$ cat src/rtl/pc_sequencer.sv
// Next-PC selection, boot sequencing and trap/return control for fetch.
// Trap support is built only when PCSEQ_TRAP_EN is defined.
module pc_sequencer #(
  parameter logic [31:0] RESET_VECTOR = 32'h0000_0000,
  parameter logic [31:0] TRAP_VECTOR  = 32'h0000_0100,
  parameter logic [31:0] INC          = 32'd4
) (
  input  logic        clk,
  input  logic        rst,
  input  logic [31:0] pc_value,
  input  logic        fetch_ready,
  input  logic        stall,
  input  logic        branch_valid,
  input  logic [31:0] branch_target,
  input  logic        jump_valid,
  input  logic [31:0] jump_target,
  input  logic        trap_req,
  input  logic        eret,
  output logic [31:0] next_pc,
  output logic        fetch_valid,
  output logic        flush,
  output logic        trap_ack,
  output logic        misalign,
  output logic [31:0] epc,
  output logic        in_trap
);

  typedef enum logic [1:0] {
    BOOT = 2'd0,
    RUN  = 2'd1,
    TRAP = 2'd2
  } state_e;

  state_e      state_q, state_d;
  logic        flush_q, flush_d;
  logic        mis_q, mis_d;
  logic        trap_hit;
  logic        eret_hit;
  logic [31:0] epc_w;

`ifdef PCSEQ_TRAP_EN
  logic [31:0] epc_q;
  logic        ack_q;

  assign trap_hit = trap_req & (state_q == RUN);
  assign eret_hit = eret & (state_q == TRAP);
  assign epc_w    = epc_q;

  always_ff @(posedge clk or negedge rst) begin
    if (!rst) begin
      epc_q <= 32'h0;
      ack_q <= 1'b0;
    end else begin
      if (trap_hit) epc_q <= pc_value;
      ack_q <= trap_hit;
    end
  end

  assign trap_ack = ack_q;
  assign epc      = epc_q;
  assign in_trap  = (state_q == TRAP);
`else
  logic unused_trap;
  assign unused_trap = trap_req ^ eret;
  assign trap_hit    = 1'b0;
  assign eret_hit    = 1'b0;
  assign epc_w       = 32'h0;
  assign trap_ack    = 1'b0;
  assign epc         = 32'h0;
  assign in_trap     = 1'b0;
`endif

  always_comb begin
    state_d     = state_q;
    next_pc     = pc_value;
    fetch_valid = 1'b0;
    flush_d     = 1'b0;
    mis_d       = 1'b0;
    case (state_q)
      BOOT: begin
        next_pc = RESET_VECTOR;
        state_d = RUN;
      end
      default: begin
        fetch_valid = 1'b1;
        if (trap_hit) begin
          next_pc = TRAP_VECTOR;
          state_d = TRAP;
          flush_d = 1'b1;
        end else if (eret_hit) begin
          next_pc = epc_w;
          state_d = RUN;
          flush_d = 1'b1;
        end else if (branch_valid) begin
          next_pc = {branch_target[31:2], 2'b00};
          flush_d = 1'b1;
          mis_d   = |branch_target[1:0];
        end else if (jump_valid) begin
          next_pc = {jump_target[31:2], 2'b00};
          flush_d = 1'b1;
          mis_d   = |jump_target[1:0];
        end else if (stall || !fetch_ready) begin
          next_pc = pc_value;
        end else begin
          next_pc = pc_value + INC;
        end
      end
    endcase
  end

  always_ff @(posedge clk or negedge rst) begin
    if (!rst) begin
      state_q <= BOOT;
      flush_q <= 1'b0;
      mis_q   <= 1'b0;
    end else begin
      state_q <= state_d;
      flush_q <= flush_d;
      mis_q   <= mis_d;
    end
  end

  assign flush    = flush_q;
  assign misalign = mis_q;

endmodule

$ cat config.mk
export PLATFORM = sky130hd
export DESIGN_NAME = pc_sequencer
export DESIGN_NICKNAME = d
export VERILOG_FILES = /design/src/rtl/pc_sequencer.sv
export SDC_FILE = /design/constraint.sdc
export NUM_CORES = 1
export LEC_CHECK = 0
export CORE_MARGIN = 2
export CORE_UTILIZATION = 26
export CTS_BUF_LIST = sky130_fd_sc_hd__clkbuf_16
export DETAILED_ROUTE_END_ITERATION = 10
export PLACE_DENSITY = 0.87
export REMOVE_ABC_BUFFERS = 1
export SLEW_MARGIN = 0
export SYNTH_ARGS = -nofsm -noshare
export SYNTH_HDL_FRONTEND = slang
export SYNTH_SLANG_ARGS = --single-unit
$ cat constraint.sdc
create_clock -name clk -period 1.9 [get_ports clk]
set_input_delay 0.285 -clock clk [delete_from_list [all_inputs] [get_ports clk]]
set_output_delay 0.285 -clock clk [all_outputs]
set_load 0.01 [all_outputs]
==> Yosys cells after proc, flatten, opt, wreduce, memory -nomap -nowiden <==
Cells that the tools add are included.
Widths: inputs -> output; s select.
{ "word_totals": {"ff_bits": 3, "in_bits": 104, "out_inout_bits": 69, "wordCells": 20} }
{ "op_classes": {"add_sub_neg": 1, "muxes": 11, "reduce_logical": 5} }
{ "op_table": {"columns": ["cell", "count"], "rows": [
  ["$mux 32", 4],
  ["$add 32x3->32 const B", 1],
  ["$mux 1", 7],
  ["$reduce_or 2->1", 2],
  ["$logic_not 2->1", 1],
  ["$logic_not 1->1", 1],
  ["$logic_or 1x1->1", 1]
]} }

==> Logic depth before layout (Yosys ltp) <==
{ "depth": {"depth_word": 6, "depth_mapped": 6, "ltp_nobuf": 6} }

==> Worst setup path after synthesis <==
Ideal clock, no wire load.
{ "synth_timing": {"kind": "input to output", "start": "input pc_value[2]", "end": "output next_pc[18]", "t_arrival_ns": 1.703, "required_ns": 1.615, "path_slack_ns": -0.088, "stages": 6, "n_path_buf": 0, "path_cell_list": "ha_1 > nand3b_4 > or4_4 > nor4_4 > xnor2_1 > a21oi_1"} }
{ "synth_between": {"elab_chain_cells": 5} }
{ "synth_rtl": {"columns": ["element", "line_no", "source"], "rows": [
  ["from (decl)", "10", "input logic [31:0] pc_value,"],
  ["$add 32x3->32", "105", "next_pc = pc_value + INC;"],
  ["$mux 32", "102", "end else if (stall || !fetch_ready) begin"],
  ["$mux 32", "98", "end else if (jump_valid) begin"],
  ["$mux 32", "94", "end else if (branch_valid) begin"],
  ["$mux 32", "79", "case (state_q)"],
  ["to (decl)", "19", "output logic [31:0] next_pc,"]
]} }
Every way passes these cells.

==> Worst setup path in the final report <==
{ "layout_timing": {"start": "input pc_value[2]", "end": "output next_pc[30]"} }
The elaborated chain is that of the path after synthesis.

==> impl_metrics.py <==
metrics = {
    "detailed_routing": {
        "drt_iter0_markers": 69,
        "avgRoutedWirePerCell_um": 15.7,
        "final_antenna_net_count": 0,
        "routed_wl_um": 7950,
        "post-route-drc-count": 0,
        "vias_per_cell": 4.97,
        "first_pass_iters": 4,
        "vias": 2523,
    },
    "logic_synthesis": {
        "synthSimpleGateAreaFrac_pct": 29.7,
        "yosys_warnings": 0,
        "yosysTopAreaCell": "buf_4",
        "syn_inst": 228,
        "synth_xor_area_share_pct": 14.6,
        "async_flop_share_pct": 100,
        "synth.distinct_cells": 43,
        "yosysMostFrequentCell": "buf_4",
        "synth_fa_ha_area_share_pct": 0.800,
        "yosysTopAreaCellShare_pct": 16.3,
        "ys_seq_elements": 3,
        "synth_ff_type": "dfrtp_1",
        "synth_mux_area_share_pct": 3.20,
        "synthTopCellsByCount": "buf_4, a21oi_1, xor2_1",
        "synth_compound_area_share_pct": 25.5,
        "synth_area_per_cell_sq_um": 6.86,
        "netlist_area_sq_um": 1560,
        "synth_top_family_by_area": "simple AND/OR/NAND/NOR gates",
        "synth_area_leaders": "buf_4, xor2_1, o221ai_1",
        "synth_edf_count": 0,
        "seq_area_frac_synth_pct": 4.80,
    },
    "global_route": {
        "grt_pass1_vias": 2598,
        "grt_overflow_total": 0,
        "grt_pass1_wl_um": 11900,
        "antenna_found_initial": 0,
        "track_usage_pct": 22.9,
        "grt_max_degree": 25,
    },
    "power": {
        "ir_drop_mv": 0.301,
        "p_leak_nw": 1.67,
        "power_switching_mw": 0.351,
        "power.density_nw_per_um2": 288,
        "p_sw_share_pct": 33.1,
        "power.internal_mw": 0.710,
        "clock_power_share_pct": 31.0,
        "comb_power_share_pct": 62.4,
        "power_frac_seq_pct": 6.6,
    },
    "setup_path": {
        "worst-path-buf-inv": 6,
        "cp_cell_sequence": "buf_8, ha_4, nand3b_4, buf_6, nor4_4, buf_4, buf_12, buf_6, nand3_2, xor2_1, a211oi_1, buf_2",
        "startpoint": "pc_value[2]",
        "reg2reg_from": "state_q[0]",
        "critPathMostFrequentCell": "buf_6",
        "path_delay_family": "buffers and inverters",
        "slowest_stage": "a211oi_1",
        "worstSetupEndpoint": "next_pc[30]",
        "r2r-end": "misalign",
        "critPathKind": "input port to primary output",
        "arrival_ns": 1.82,
        "cp.depth": 12,
        "start_kind": "input port",
        "max_stage_delay_ns": 0.22,
        "end_kind": "primary output",
        "required_ns": 1.62,
        "critPathMaxFanout": 3,
        "ff2ff_path_depth": 3,
        "reg2reg_slack_ns": 0.69,
    },
    "finish": {
        "final_core_util_pct": 62.9,
        "multiInputGateArea_sq_um": 1500,
        "n_antenna_cell": 0,
        "drive_gt1_share_pct": 36.3,
        "final_nets": 539,
        "areaGrowthSynthToFinish_pct": 135,
        "seq_area_sq_um": 75.1,
        "n_fill_cell": 511,
    },
    "floorplanning": {
        "io_pins": 173,
        "coreArea_sq_um": 5850,
        "num_rows": 28,
        "start_util_pct": 26.7,
        "die_h_um": 81.6,
        "die_x_um": 81.6,
        "die_area_sq_um": 6650,
    },
    "clock_tree": {
        "cts_buffers": 3,
        "cts_root_buf": "clkbuf_16",
        "cts_tree": "yes",
        "hold_buffers": 0,
        "ctsHtreeMaxLevel": 1,
        "clkSinkCount": 3,
        "clk_pin_slew_ns": 0.03,
        "clk_latency_ns": 0.22,
        "clockBufferDepth": 2,
    },
    "place": {
        "place_congestion": 0.849,
        "portBuffers": 136,
        "dp_hpwl_um": 5880,
    },
    "sta": {
        "tightestPinTransition_ns": 0.521,
        "period_minus_slack_ns": 2.11,
        "setup_violations": 20,
        "finalCritPeriodShare_pct": 111,
        "final_max_slew_viol_count": 0,
        "max_freq_mhz": 475,
        "rsz0062_at_grt": "yes",
        "final-hold-violation-count": 0,
        "slew_headroom_pct": 65.2,
        "setup_tns_ns": -2.65,
        "finClkSkew_ns": 0.000465,
        "fin_ws_ns": -0.206,
    },
    "min_path": {
        "hp-class": "input port to async pin",
    },
    "status": {
        "run_status": "complete, but fails checks",
        "violations": "setup timing",
    },
    "job": {
        "cap_violations": 0,
    },
}
## layout by cell type (no fill, tap or decap), types with 4 or more instances in the layout
cell / netlist / final
a211oi_1: 6 / 6
a21oi_1: 17 / 16
a22oi_1: 4 / 4
and3_1: 8 / 8
buf_2: 1 / 30
buf_4: 34 / 59
buf_6: 0 / 19
buf_8: 0 / 5
clkdlybuf4s50_1: 0 / 81
conb_1: 2 / 35
dlygate4sd2_1: 0 / 15
inv_1: 6 / 5
mux2i_1: 5 / 5
nand2_1: 15 / 12
nand3_1: 15 / 6
nand3_2: 0 / 8
nand4_1: 10 / 10
nor2_1: 9 / 5
nor2_4: 0 / 4
o21ai_0: 8 / 5
o221ai_1: 13 / 13
o22ai_1: 7 / 7
xnor2_1: 10 / 10
xor2_1: 16 / 15
## per-stage QoR
step | instance area, sq um | instances | total power, mW | hold slack [ns] | setup slack [ns]
after floorplan | 1380 | 214 | 0.270 | -0.0106 | -0.519
after global placement | 3280 | 481 | 0.726 | 0.474 | -1.06
after detailed placement | 3280 | 481 | 0.741 | 0.473 | -1.16
after CTS | 3600 | 506 | 1.05 | 0.243 | -0.358
after global routing | 3680 | 508 | 1.12 | 0.269 | -0.316
final | 3680 | 508 | 1.06 | 0.242 | -0.206
## worst register-to-register path, cell delays in order, from the launching register on
cell     delay [ns]
dfrtp_1        0.40
inv_1          0.41
nor2_1         0.14
o311a_1        0.15
## power groups by stage
stage | sequential (mW) | combinational (mW) | clock [mW]
after detailed placement | 0.0711 | 0.670 | 0
final | 0.0702 | 0.662 | 0.328
after floorplan | 0.0768 | 0.193 | 0
after global routing | 0.0704 | 0.712 | 0.341
after CTS | 0.0703 | 0.646 | 0.331
after global placement | 0.0709 | 0.655 | 0
## repair_timing
item | in CTS | in global routing
pin swaps | 48 | 19
setup buffers | 20 | 4
setup endpoints to repair | 32 | 31
gates resized for setup | 233 | 24
gates cloned | 2 | 0
## sequential cells by signal (all words and copies together) (netlist names)
signal / flops
misalign: 1
flush: 1
state_q: 1
## worst min path at each step
stage | from | endpoint | slack [ns] | cells past startpoint
after floorplan | rst | flush | -0.01 | 0
after global placement | rst | misalign | 0.47 | 1
final | rst | flush | 0.24 | 1
after detailed placement | rst | flush | 0.47 | 1
after CTS | rst | flush | 0.24 | 1
after global routing | rst | state_q[0] | 0.27 | 1
## metal layers
metal  track usage (%)  wire [um]
met3              3.85        602
met5                 0          0
met2              45.6       4280
met4              7.97        213
met1              23.7       2860
## layout make-up
cell class | instances | share of cell area, %
flip-flops and latches | 3 | 2.04
inverters | 6 | 0.612
repair buffers | 215 | 51.9
clock inverters | 1 | 0.102
multi-input cells | 205 | 40.8
clock buffers | 3 | 2.04
well taps | 75 | 2.55
## cells by family (layout without fill, tap and decap cells)
group / after synthesis / count (layout)
simple gates: 78 / 78
fa+ha+maj: 1 / 1
mux: 5 / 5
compound gates: 60 / 60
flops: 3 / 3
xor+xnor: 26 / 26
other cells: 2 / 35
buf+inv: 53 / 225
Power figures use the tool's default switching activity.
==> RTL change: new RTL, config.mk and constraints unchanged <==
Add an input register stage for `jump_target`, without a reset; this delays it by one clock. The other inputs are not delayed to match.
--- a/src/rtl/pc_sequencer.sv
+++ b/src/rtl/pc_sequencer.sv
@@ -31,4 +31,10 @@
     TRAP = 2'd2
   } state_e;
+
+  logic [31:0] jump_target_q;
+
+  always_ff @(posedge clk) begin
+    jump_target_q <= jump_target;
+  end
 
   state_e      state_q, state_d;
@@ -97,7 +103,7 @@
           mis_d   = |branch_target[1:0];
         end else if (jump_valid) begin
-          next_pc = {jump_target[31:2], 2'b00};
+          next_pc = {jump_target_q[31:2], 2'b00};
           flush_d = 1'b1;
-          mis_d   = |jump_target[1:0];
+          mis_d   = |jump_target_q[1:0];
         end else if (stall || !fetch_ready) begin
           next_pc = pc_value;
Behaviour: not the same (Yosys sat finds a counterexample within 4 cycles, from zero or initial values and one cycle with rst low).
==> RTL change against the unedited design <==
- the run still ends with setup timing left
- sequential cell count rose by 32
- setup slack got worse by 0.16 ns
- final cell count up 22%
- highest routed layer unchanged
- routed wire length is 31% higher
- fmax decreased by 7.0%
- power up 120%
- via count increased by 25%
- final area increased by 28%
- synthesized area increased by 53%
==> RTL change: results (changes against the unedited design) <==
cell family contributing the most delay on the critical path: simple AND/OR/NAND/NOR gates
Setup Skew: 0.000924 ns (+0.000459 ns)
Commonest cells post-synth: sky130_fd_sc_hd__buf_4, sky130_fd_sc_hd__dfxtp_1, sky130_fd_sc_hd__a21oi_1
pre-CTS setup slack: -1.33 ns (-0.169 ns)
worst supply voltage drop on vdd: 0.278 mV (-7.8%)
number of global-route vias before repair: 3173 (+22%)
share of the yosys chip area belonging to registers: 0.299 (+0.251)
count of non-CTS buffers in the layout: 229 (+6.5%)
internal power of the cells: 1.67 mW (+140%)
first-pass GRT wire length: 15600 µm (+31%)
critical-path maximum fanout: 8 (+5)
multi-input gate share of total cell area: 0.357 (-0.0510)
signal buffers share of area: 0.427 (-0.0922)
initial detailed-routing violation count: 91 (+32%)
detailed-placement wirelength estimate: 7690 µm (+31%)
Post-CTS Resized: 231 (-0.86%)
number of detailed-routing iterations run before antenna repair: 5 (+1)
share of layout cells above drive strength 1: 0.363 (+0.000871)
clock network area share: 0.0300 (+0.00858)
count of fill cells added during filler insertion: 820 (+60%)
DR vias/cell: 5.10 (+2.6%)
Post-CTS Setup Inserts: 14 (-30%)
overall fraction of global-route tracks in use: 0.198 (-0.0307)
clock transition at the register clock pins on the worst setup and hold paths after CTS: 0.05 ns (+0.02 ns)
setup tns final: -3.75 ns (-1.10 ns)
Critical Path Slowest Stage Cell: sky130_fd_sc_hd__or4_4
standby leakage power: 2.00 nW (+20%)
cell count after synthesis: 291 (+28%)
setup-violating endpoint count in the final report: 16 (-20%)
outcome: finished with violations
post-synthesis mux area share: 0.0131 (-0.0189)
setup slack of the critical path after layout: -0.364 ns (-0.158 ns)
Clock group: 0.802 mW (+140%)
slack of the worst reg-to-reg path: 0.59 ns (-0.10 ns)
number of cells after detailed placement: 591 (+23%)
sequential power: 0.786 mW (+1000%)
share of the synthesized netlist area taken by xor and xnor gates: 0.0293 (-0.116)
instance area at placement: 0.00424 mm² (+29%)
violated checks: setup timing
pwr/cell area: 498 mW/mm² (+73%)
Synth Area in Compound Gates: 0.255 (+0.000286)
number of flip-flops and latches: 35 (+32)
# nets final: 613 (+14%)
last weighted congestion value of the routability-driven placer: 0.940 (+11%)
stage delay of the slowest cell on the critical path: 0.63 ns (+0.41 ns)
## RTL change: cell types whose count changed after synthesis, sizes merged, moves of 5 or more
| cell | before | now |
|---|---|---|
| nor4 | 3 | 10 |
| dfxtp | 0 | 32 |
| nand2b | 0 | 6 |
| xor2 | 16 | 1 |
| o221ai | 13 | 8 |
| o31ai | 1 | 6 |
| a22oi | 4 | 10 |
| or4 | 1 | 8 |
| clkbuf | 11 | 16 |
| a22o | 0 | 7 |
| a31oi | 0 | 5 |
## RTL change: final timing paths
kind	startpoint	endpoint	cells past startpoint
worst max-delay path	stall	next_pc[28]	6
worst min-delay path	rst	flush	1
worst max register to register	state_q[0]	misalign	6
worst min register to register	jump_target_q[0]	misalign	2
max in group asynchronous	rst	state_q[0]	1
min in group clk	jump_target[11]	jump_target_q[11]	1
## RTL change: per-layer routing
layer	vias to the layer above	routed length, µm	global-route usage
met5	-	0	0
met4	0	163	0.0548
met3	16	732	0.0453
met2	161	5340	0.370
met1	1494	4180	0.226
li1	1489	-	-
